**config.mk**
```make
export PLATFORM = sky130hd
export DESIGN_NAME = fetch_queue_ctrl_flat
export DESIGN_NICKNAME = d
export VERILOG_FILES = /design/src/rtl/fetch_queue_ctrl_pkg.sv /design/src/rtl/fetch_queue_ctrl_if.sv /design/src/rtl/fetch_queue_ctrl_fifo.sv /design/src/rtl/fetch_queue_ctrl.sv /design/src/flat_wrapper.sv
export SDC_FILE = /design/constraint.sdc
export NUM_CORES = 1
export LEC_CHECK = 0
export ABC_AREA = 1
export BUFFER_PORTS_ARGS = -buffer_cell sky130_fd_sc_hd__buf_2
export CAP_MARGIN = 20
export CORE_MARGIN = 3
export CORE_UTILIZATION = 30
export CTS_CLUSTER_SIZE = 24
export DETAILED_ROUTE_END_ITERATION = 8
export PLACE_DENSITY = 0.46
export RECOVER_POWER = 50
export SLEW_MARGIN = 0
export SYNTH_ARGS = -nofsm -noshare
export SYNTH_HDL_FRONTEND = slang
export SYNTH_SLANG_ARGS = --single-unit
```
**constraint.sdc**
```tcl
create_clock -name CLK -period 2.6 [get_ports CLK]
set_clock_uncertainty 0.05 [all_clocks]
set_input_delay 0.26 -clock CLK [delete_from_list [all_inputs] [get_ports CLK]]
set_output_delay 0.26 -clock CLK [all_outputs]
set_load 0.05 [all_outputs]
```
**src/rtl/fetch_queue_ctrl_pkg.sv**
```systemverilog
// Shared widths, reset defaults and the queue entry layout for the fetch front end.
package fetch_pkg;
  localparam int              XLEN_DEFAULT     = 32;
  localparam int              INSTR_W          = 32;
  localparam logic [31:0]     RESET_PC_DEFAULT = 32'h0000_0000;
  localparam logic [31:0]     PC_LIMIT_DEFAULT = 32'h0000_008C;

  typedef struct packed {
    logic [INSTR_W-1:0]      instr;
    logic [XLEN_DEFAULT-1:0] pc;
  } fetch_entry_t;
endpackage

```
**src/rtl/fetch_queue_ctrl_if.sv**
```systemverilog
// Request/response handshake between the fetch controller and the instruction cache.
interface fetch_queue_ctrl_if #(parameter int XLEN = 32);
  import fetch_pkg::*;

  logic               fetch_enable;
  logic [XLEN-1:0]    fetch_pc;
  logic               fetch_valid;
  logic [INSTR_W-1:0] instr_fetch;

  modport master (output fetch_enable, fetch_pc, input fetch_valid, instr_fetch);
  modport slave  (input fetch_enable, fetch_pc, output fetch_valid, instr_fetch);
endinterface

```
**src/rtl/fetch_queue_ctrl_fifo.sv**
```systemverilog
// Synchronous instruction queue; flush empties it in one edge, head is registered (no bypass).
module fetch_fifo
  import fetch_pkg::*;
#(
  parameter int  DEPTH   = 2,
  parameter type entry_t = fetch_entry_t,
  localparam int CW      = $clog2(DEPTH + 1),
  localparam int AW      = $clog2(DEPTH)
) (
  input  logic          CLK,
  input  logic          resetn,
  input  logic          push,
  input  entry_t        din,
  input  logic          pop,
  input  logic          flush,
  output entry_t        dout,
  output logic [CW-1:0] count
);

  entry_t        mem [DEPTH];
  logic [AW-1:0] wr_ptr;
  logic [AW-1:0] rd_ptr;
  logic          do_pop;
  logic          do_push;

  assign do_pop  = pop && (count != '0);
  assign do_push = push && ((count != CW'(DEPTH)) || do_pop);
  assign dout    = mem[rd_ptr];

  // Pointers are AW bits wide and DEPTH is a power of two, so they wrap naturally.
  always_ff @(posedge CLK or negedge resetn) begin
    if (!resetn) begin
      wr_ptr <= '0;
      rd_ptr <= '0;
      count  <= '0;
      for (int i = 0; i < DEPTH; i++) mem[i] <= '0;
    end else if (flush) begin
      wr_ptr <= '0;
      rd_ptr <= '0;
      count  <= '0;
    end else begin
      if (do_push) begin
        mem[wr_ptr] <= din;
        wr_ptr      <= wr_ptr + AW'(1);
      end
      if (do_pop) rd_ptr <= rd_ptr + AW'(1);
      if (do_push && !do_pop)      count <= count + CW'(1);
      else if (do_pop && !do_push) count <= count - CW'(1);
    end
  end

endmodule

```
**src/rtl/fetch_queue_ctrl.sv**
```systemverilog
// Fetch front end: credit-limited icache requests, in-order response queue, redirect flush.
module fetch_queue_ctrl
  import fetch_pkg::*;
#(
  parameter int              XLEN     = XLEN_DEFAULT,
  parameter int              DEPTH    = 2,
  parameter logic [XLEN-1:0] RESET_PC = XLEN'(RESET_PC_DEFAULT),
  parameter logic [XLEN-1:0] PC_LIMIT = XLEN'(PC_LIMIT_DEFAULT),
  localparam int             CW       = $clog2(DEPTH + 1)
) (
  input  logic               CLK,
  input  logic               resetn,
  fetch_queue_ctrl_if.master ic,
  input  logic               redirect_valid,
  input  logic [XLEN-1:0]    redirect_pc,
  input  logic               decoder_stall,
  input  logic               stall_debug,
  input  logic               we_reg_controller,
  output logic [INSTR_W-1:0] instr_fetch_exec,
  output logic               fetch_valid_exec,
  output logic [XLEN-1:0]    PC,
  output logic [XLEN-1:0]    nextPC,
  output logic               stall_pc,
  output logic               we_reg,
  output logic [CW-1:0]      occupancy
);

  typedef struct packed {
    logic [INSTR_W-1:0] instr;
    logic [XLEN-1:0]    pc;
  } qentry_t;

  logic [XLEN-1:0] fetch_pc_q;
  logic [XLEN-1:0] resp_pc_q;
  logic [CW-1:0]   outstanding;
  logic [CW-1:0]   discard;
  logic [CW:0]     credit_used;
  logic            fetch_go;
  logic            enq;
  logic            drop_stale;
  logic            pop;
  qentry_t         enq_entry;
  qentry_t         head;

  // Queue slots plus requests in flight never exceed DEPTH, so a push can never overflow.
  assign credit_used = {1'b0, occupancy} + {1'b0, outstanding};
  assign fetch_go    = resetn && (credit_used < (CW+1)'(DEPTH)) &&
                       (fetch_pc_q <= PC_LIMIT) && !redirect_valid;

  assign drop_stale  = ic.fetch_valid && (discard != '0);
  assign enq         = ic.fetch_valid && (discard == '0) && !redirect_valid;
  assign enq_entry   = '{instr: ic.instr_fetch, pc: resp_pc_q};

  assign ic.fetch_enable = fetch_go;
  assign ic.fetch_pc     = fetch_pc_q;

  assign fetch_valid_exec = (occupancy != '0);
  assign stall_pc         = !fetch_valid_exec || decoder_stall || stall_debug;
  assign pop              = fetch_valid_exec && !stall_pc;
  assign we_reg           = we_reg_controller && !stall_pc;
  assign instr_fetch_exec = head.instr;
  assign PC               = fetch_valid_exec ? head.pc : resp_pc_q;
  assign nextPC           = PC + XLEN'(4);

  fetch_fifo #(
    .DEPTH   (DEPTH),
    .entry_t (qentry_t)
  ) u_fifo (
    .CLK    (CLK),
    .resetn (resetn),
    .push   (enq),
    .din    (enq_entry),
    .pop    (pop),
    .flush  (redirect_valid),
    .dout   (head),
    .count  (occupancy)
  );

  // Responses still in flight at a redirect are stale; discard counts them out as they arrive.
  always_ff @(posedge CLK or negedge resetn) begin
    if (!resetn) begin
      fetch_pc_q  <= RESET_PC;
      resp_pc_q   <= RESET_PC;
      outstanding <= '0;
      discard     <= '0;
    end else begin
      outstanding <= outstanding + CW'(fetch_go) - CW'(ic.fetch_valid);
      if (redirect_valid) begin
        fetch_pc_q <= redirect_pc;
        resp_pc_q  <= redirect_pc;
        discard    <= outstanding - CW'(ic.fetch_valid);
      end else begin
        if (fetch_go)   fetch_pc_q <= fetch_pc_q + XLEN'(4);
        if (enq)        resp_pc_q  <= resp_pc_q + XLEN'(4);
        if (drop_stale) discard    <= discard - CW'(1);
      end
    end
  end

  // The icache only answers requests that were actually issued.
  always @(posedge CLK)
    if (resetn && ic.fetch_valid) assert (outstanding != '0);

endmodule

```
**src/flat_wrapper.sv**
```systemverilog
// flat-port wrapper written by rule: the top's interface ports become plain ports
module fetch_queue_ctrl_flat import fetch_pkg::*;
#(
  parameter int              XLEN     = XLEN_DEFAULT,
  parameter int              DEPTH    = 2,
  parameter logic [XLEN-1:0] RESET_PC = XLEN'(RESET_PC_DEFAULT),
  parameter logic [XLEN-1:0] PC_LIMIT = XLEN'(PC_LIMIT_DEFAULT),
  localparam int             CW       = $clog2(DEPTH + 1)
)
  (CLK, resetn, redirect_valid, redirect_pc, decoder_stall, stall_debug, we_reg_controller, instr_fetch_exec, fetch_valid_exec, PC, nextPC, stall_pc, we_reg, occupancy, ic_fetch_enable, ic_fetch_pc, ic_fetch_valid, ic_instr_fetch);
  fetch_queue_ctrl_if #(.XLEN(XLEN)) ic_i ();
  input  logic CLK;
  input  logic resetn;
  input  logic redirect_valid;
  input  logic [XLEN-1:0] redirect_pc;
  input  logic decoder_stall;
  input  logic stall_debug;
  input  logic we_reg_controller;
  output logic [INSTR_W-1:0] instr_fetch_exec;
  output logic fetch_valid_exec;
  output logic [XLEN-1:0] PC;
  output logic [XLEN-1:0] nextPC;
  output logic stall_pc;
  output logic we_reg;
  output logic [CW-1:0] occupancy;
  output wire logic [$bits(ic_i.fetch_enable)-1:0] ic_fetch_enable;
  output wire logic [$bits(ic_i.fetch_pc)-1:0] ic_fetch_pc;
  input wire logic [$bits(ic_i.fetch_valid)-1:0] ic_fetch_valid;
  input wire logic [$bits(ic_i.instr_fetch)-1:0] ic_instr_fetch;
  assign ic_fetch_enable = ic_i.fetch_enable;
  assign ic_fetch_pc = ic_i.fetch_pc;
  assign ic_i.fetch_valid = ic_fetch_valid;
  assign ic_i.instr_fetch = ic_instr_fetch;
  fetch_queue_ctrl #(.XLEN(XLEN), .DEPTH(DEPTH), .RESET_PC(RESET_PC), .PC_LIMIT(PC_LIMIT)) u_core (.CLK(CLK), .resetn(resetn), .ic(ic_i), .redirect_valid(redirect_valid), .redirect_pc(redirect_pc), .decoder_stall(decoder_stall), .stall_debug(stall_debug), .we_reg_controller(we_reg_controller), .instr_fetch_exec(instr_fetch_exec), .fetch_valid_exec(fetch_valid_exec), .PC(PC), .nextPC(nextPC), .stall_pc(stall_pc), .we_reg(we_reg), .occupancy(occupancy));
endmodule
```
==> key figures <==
Synth
  • Synth area leaders: dfrtp_1, nand2_1, o21ai_0
  • Post-Synth Adder-Cell Area: 0.960%
  • Synth top cells by count: nand2_1, dfrtp_1, inv_1
  • Synth Area in Compound Gates: 10.0%
  • Mux cell area share after synthesis: 3.21%
  • Simple-gate area share of the yosys netlist: 30.1%
  • Most used DFF post-synth: dfrtp_1
  • Synth async-reset ratio: 100%
  • Synth area leader: dfrtp_1
  • Sequential cell area fraction in the yosys report: 44.6%
  • Synthesized area per cell: 7.44 um2
  • Post-synth EDFFs: 0
  • Top-count cell post-synth: nand2_1
  • Mapped cell area: 11200 um2
  • Number of synthesized register bits: 200
  • Post-Synth XOR/XNOR Area: 2.97%
  • Largest family of logic cells by synthesized area: simple AND/OR/NAND/NOR gates
  • YS warnings: 0
  • Syn_nets: 1586
  • Unique masters post-synth: 36
  • Top-area cell type share of the netlist area: 44.6%
  • Cells after synthesis: 1507

Power
  • Net switching power figure: 10.4 mW
  • Register share of total power: 24.3%
  • LEAKAGE: 7.75 nW
  • Sw Ratio: 50.9%
  • Clk network pwr share: 13.3%
  • PwrDens: 1270 nW/um2
  • Pint: 9.98 mW
  • Total power: 20.3 mW
  • Combinational Power Share: 62.4%
  • Worst VDD drop: 0.000606 V

Critical path
  • Required time of the critical path: 2290 ps
  • CP startpoint kind: register
  • CP max-delay cell: dfrtp_2
  • Crit. End Element: output pin
  • Crit-path max FO: 8
  • CP Cell Sequence: inv_8 > buf_12 > nand2_4 > nand2_2 > nand2_1 > nand2_2 > nand2_2 > nor2_4 > nand2_4 > nor2_4 > nand2_2 > nand2_2 > nand2_4 > buf_8
  • Critical Path Most Common Cell: nand2_2
  • Data arrival time of the critical path: 2410 ps
  • CP Class: reg2out
  • Slowest stage delay, CP: 490 ps

Clocking
  • TritonCTS clock tree: built
  • CTS Buf Count: 17
  • Worst-path clk slew: 80 ps
  • CTS Buffer Depth: 2
  • H-tree depth: 4
  • Root Driver: clkbuf_16
  • Clk sinks: 200
  • Clock latency on the worst-skew pair: 450 ps

Layout
  • Net count, final: 1908
  • Share of cells above drive strength 1: 32.6%
  • Post-Layout Cell Count: 2310
  • ANT cells: 0
  • Area grow syn2layout: 42.8%

Floorplanning
  • DIE AREA: 39700 um2
  • Die W: 199 um
  • I/O pin total: 205
  • Initial Utilization: 30.6%
  • Core ar.: 36700 um2
  • Die H: 199 um
  • FP Rows: 70

STA
  • Setup ws final: -124 ps
  • Setup TNS: -1190 ps
  • Min cycle time layout: 2720 ps
  • Setup-failing EPs final: 19
  • Final hold violation count: 0
  • Worst-Margin Slew: 2050 ps
  • Tcrit/Tclk final: 105%
  • Fin. max-slew vios: 121
  • Max-slew headroom: -36.5%
  • RSZ-0062 raised after global routing: true
  • Max frequency: 0.367 GHz

GRT
  • Largest net degree at the start of global routing: 136
  • Global-route met3 utilization: 2.80%
  • GRT overflow: 0
  • Gr usage total: 19.6%
  • First-pass GRT wire length: 60500 um
  • Initial antenna violation count: 0
  • Met1 GRT Util: 29.1%
  • Vias in the first global route: 10675
  • Most Crowded Layer GR: met2
  • M2 GR Usage: 30.3%

Drt
  • Drt initial violations: 578
  • Via count: 10881
  • Wirelength per Cell: 16.6 um
  • Routed WL: 38300 um
  • Vias per cell: 4.71
  • Final ANT Viol Nets: 0
  • DR pass1 iterations: 5
  • DRC Markers: 0

Hold path
  • Hold WC Path Type: in2reg

Placement
  • GP Congestion: 0.880
  • Post-detail-place hpwl: 27700 um
  • Placement Setup Slack: 46.3 ps
  • Placed cells: 2184
  • Port buffer count: 204

Outcome
  • Status: finished, violations left
  • Failing checks: max-capacitance violations, max-slew violations, negative setup slack

Job
  • Max_cap viols: 2
cell usage in the layout (no fill, tap or decap), types with 4 or more instances in the layout:
cell	synthesis	final
nand2_1	572	465
dfrtp_1	200	197
buf_2	16	147
o21ai_0	137	136
inv_1	140	131
buf_4	10	91
nand2_2	24	80
nand3_1	74	67
nand2_4	2	52
nor2_1	90	51
clkbuf_1	29	36
dlygate4sd3_1	0	34
nor2_4	4	33
mux2_2	32	32
o21a_1	30	30
buf_6	5	29
nor2_2	14	24
xor2_1	31	18
nor3_1	17	17
clkbuf_16	0	17
nand4_1	15	15
buf_12	0	14
buf_8	1	13
inv_2	9	12
o211ai_1	11	11
a21oi_1	12	10
xor2_4	0	8
nand3_2	2	7
xor2_2	0	5
xnor2_1	7	5
ha_1	7	5
clkinv_4	0	4
buf_16	0	4
critical path, delay by kind of cell (launching register included):
kind	cells	cell delay [ps]
simple gates	11	1030
buf+inv	3	420
flops	1	490
per-layer routing:
layer | wire, um | up-vias
met2 | 17300 | 229
met1 | 18900 | 5219
li1 | - | 5407
met4 | 552 | 0
met5 | 0 | -
met3 | 1600 | 26
layout make-up:
class | instances | area [um2]
fillers | 3759 | 20700
multi-input cells | 1095 | 6430
flip-flops and latches | 200 | 5010
repair buffers | 364 | 2790
inverters | 150 | 603
well taps | 468 | 586
clock buffers | 23 | 468
clock inverters | 9 | 116
repair inverters | 1 | 3.75
worst paths after layout:
check,cells after the start,slack (ps),to,start
max,14,-120,nextPC[28],u_core.u_fifo.rd_ptr
max reg2reg,12,180,u_core.outstanding[1],u_core.u_fifo.count[0]
min reg2reg,2,430,u_core.u_fifo.mem[0],u_core.resp_pc_q[0]
max in group asynchronous,3,310,u_core.ic.fetch_pc[18],resetn
min,3,30,u_core.ic.fetch_pc[13],redirect_pc[13]
min in group asynchronous,2,290,u_core.u_fifo.mem[17],resetn
sequential cells by signal, summed over array words and instances, names as in the netlist:
register / cells
u_core.u_fifo.mem: 128
u_core.outstanding: 2
u_core.u_fifo.rd_ptr: 1
u_core.discard: 2
u_core.ic.fetch_pc: 32
u_core.resp_pc_q: 32
u_core.u_fifo.count: 2
u_core.u_fifo.wr_ptr: 1
power groups by stage:
stage               clock [mW]  sequential [mW]  combinational, mW
floorplan                    0             4.93               7.62
global placement             0             4.90               10.5
detailed placement           0             4.91               10.5
CTS                       2.81             4.92               12.4
global route              2.93             5.07               13.6
finish                    2.71             4.94               12.7
cells by family (layout without fill, tap and decap cells):
family | count (synthesis) | after routing
compound gates | 200 | 200
buf+inv | 213 | 547
flops | 200 | 200
mux | 32 | 32
xor+xnor | 38 | 38
simple gates | 816 | 817
fa+ha+maj | 8 | 8
stage by stage:
step / util (%) / hold WS (ps) / area [um2]
2_1_floorplan: - / -85.6 / 11600
3_3_place_gp: 36.8 / 46.9 / 13500
3_5_place_dp: 36.8 / 46.3 / 13500
4_1_cts: 43.0 / 9.63 / 15800
5_1_grt: 43.6 / 22.5 / 16000
6_report: 43.6 / 29.4 / 16000
timing repair:
action	in CTS	in global routing
setup endpoints to repair	28	29
hold buffers	34	0
gates cloned	8	0
pin swaps	70	53
setup buffers	40	14
hold endpoints to repair	58	0
gates resized for setup	246	62
(Power assumes the default switching activity.)
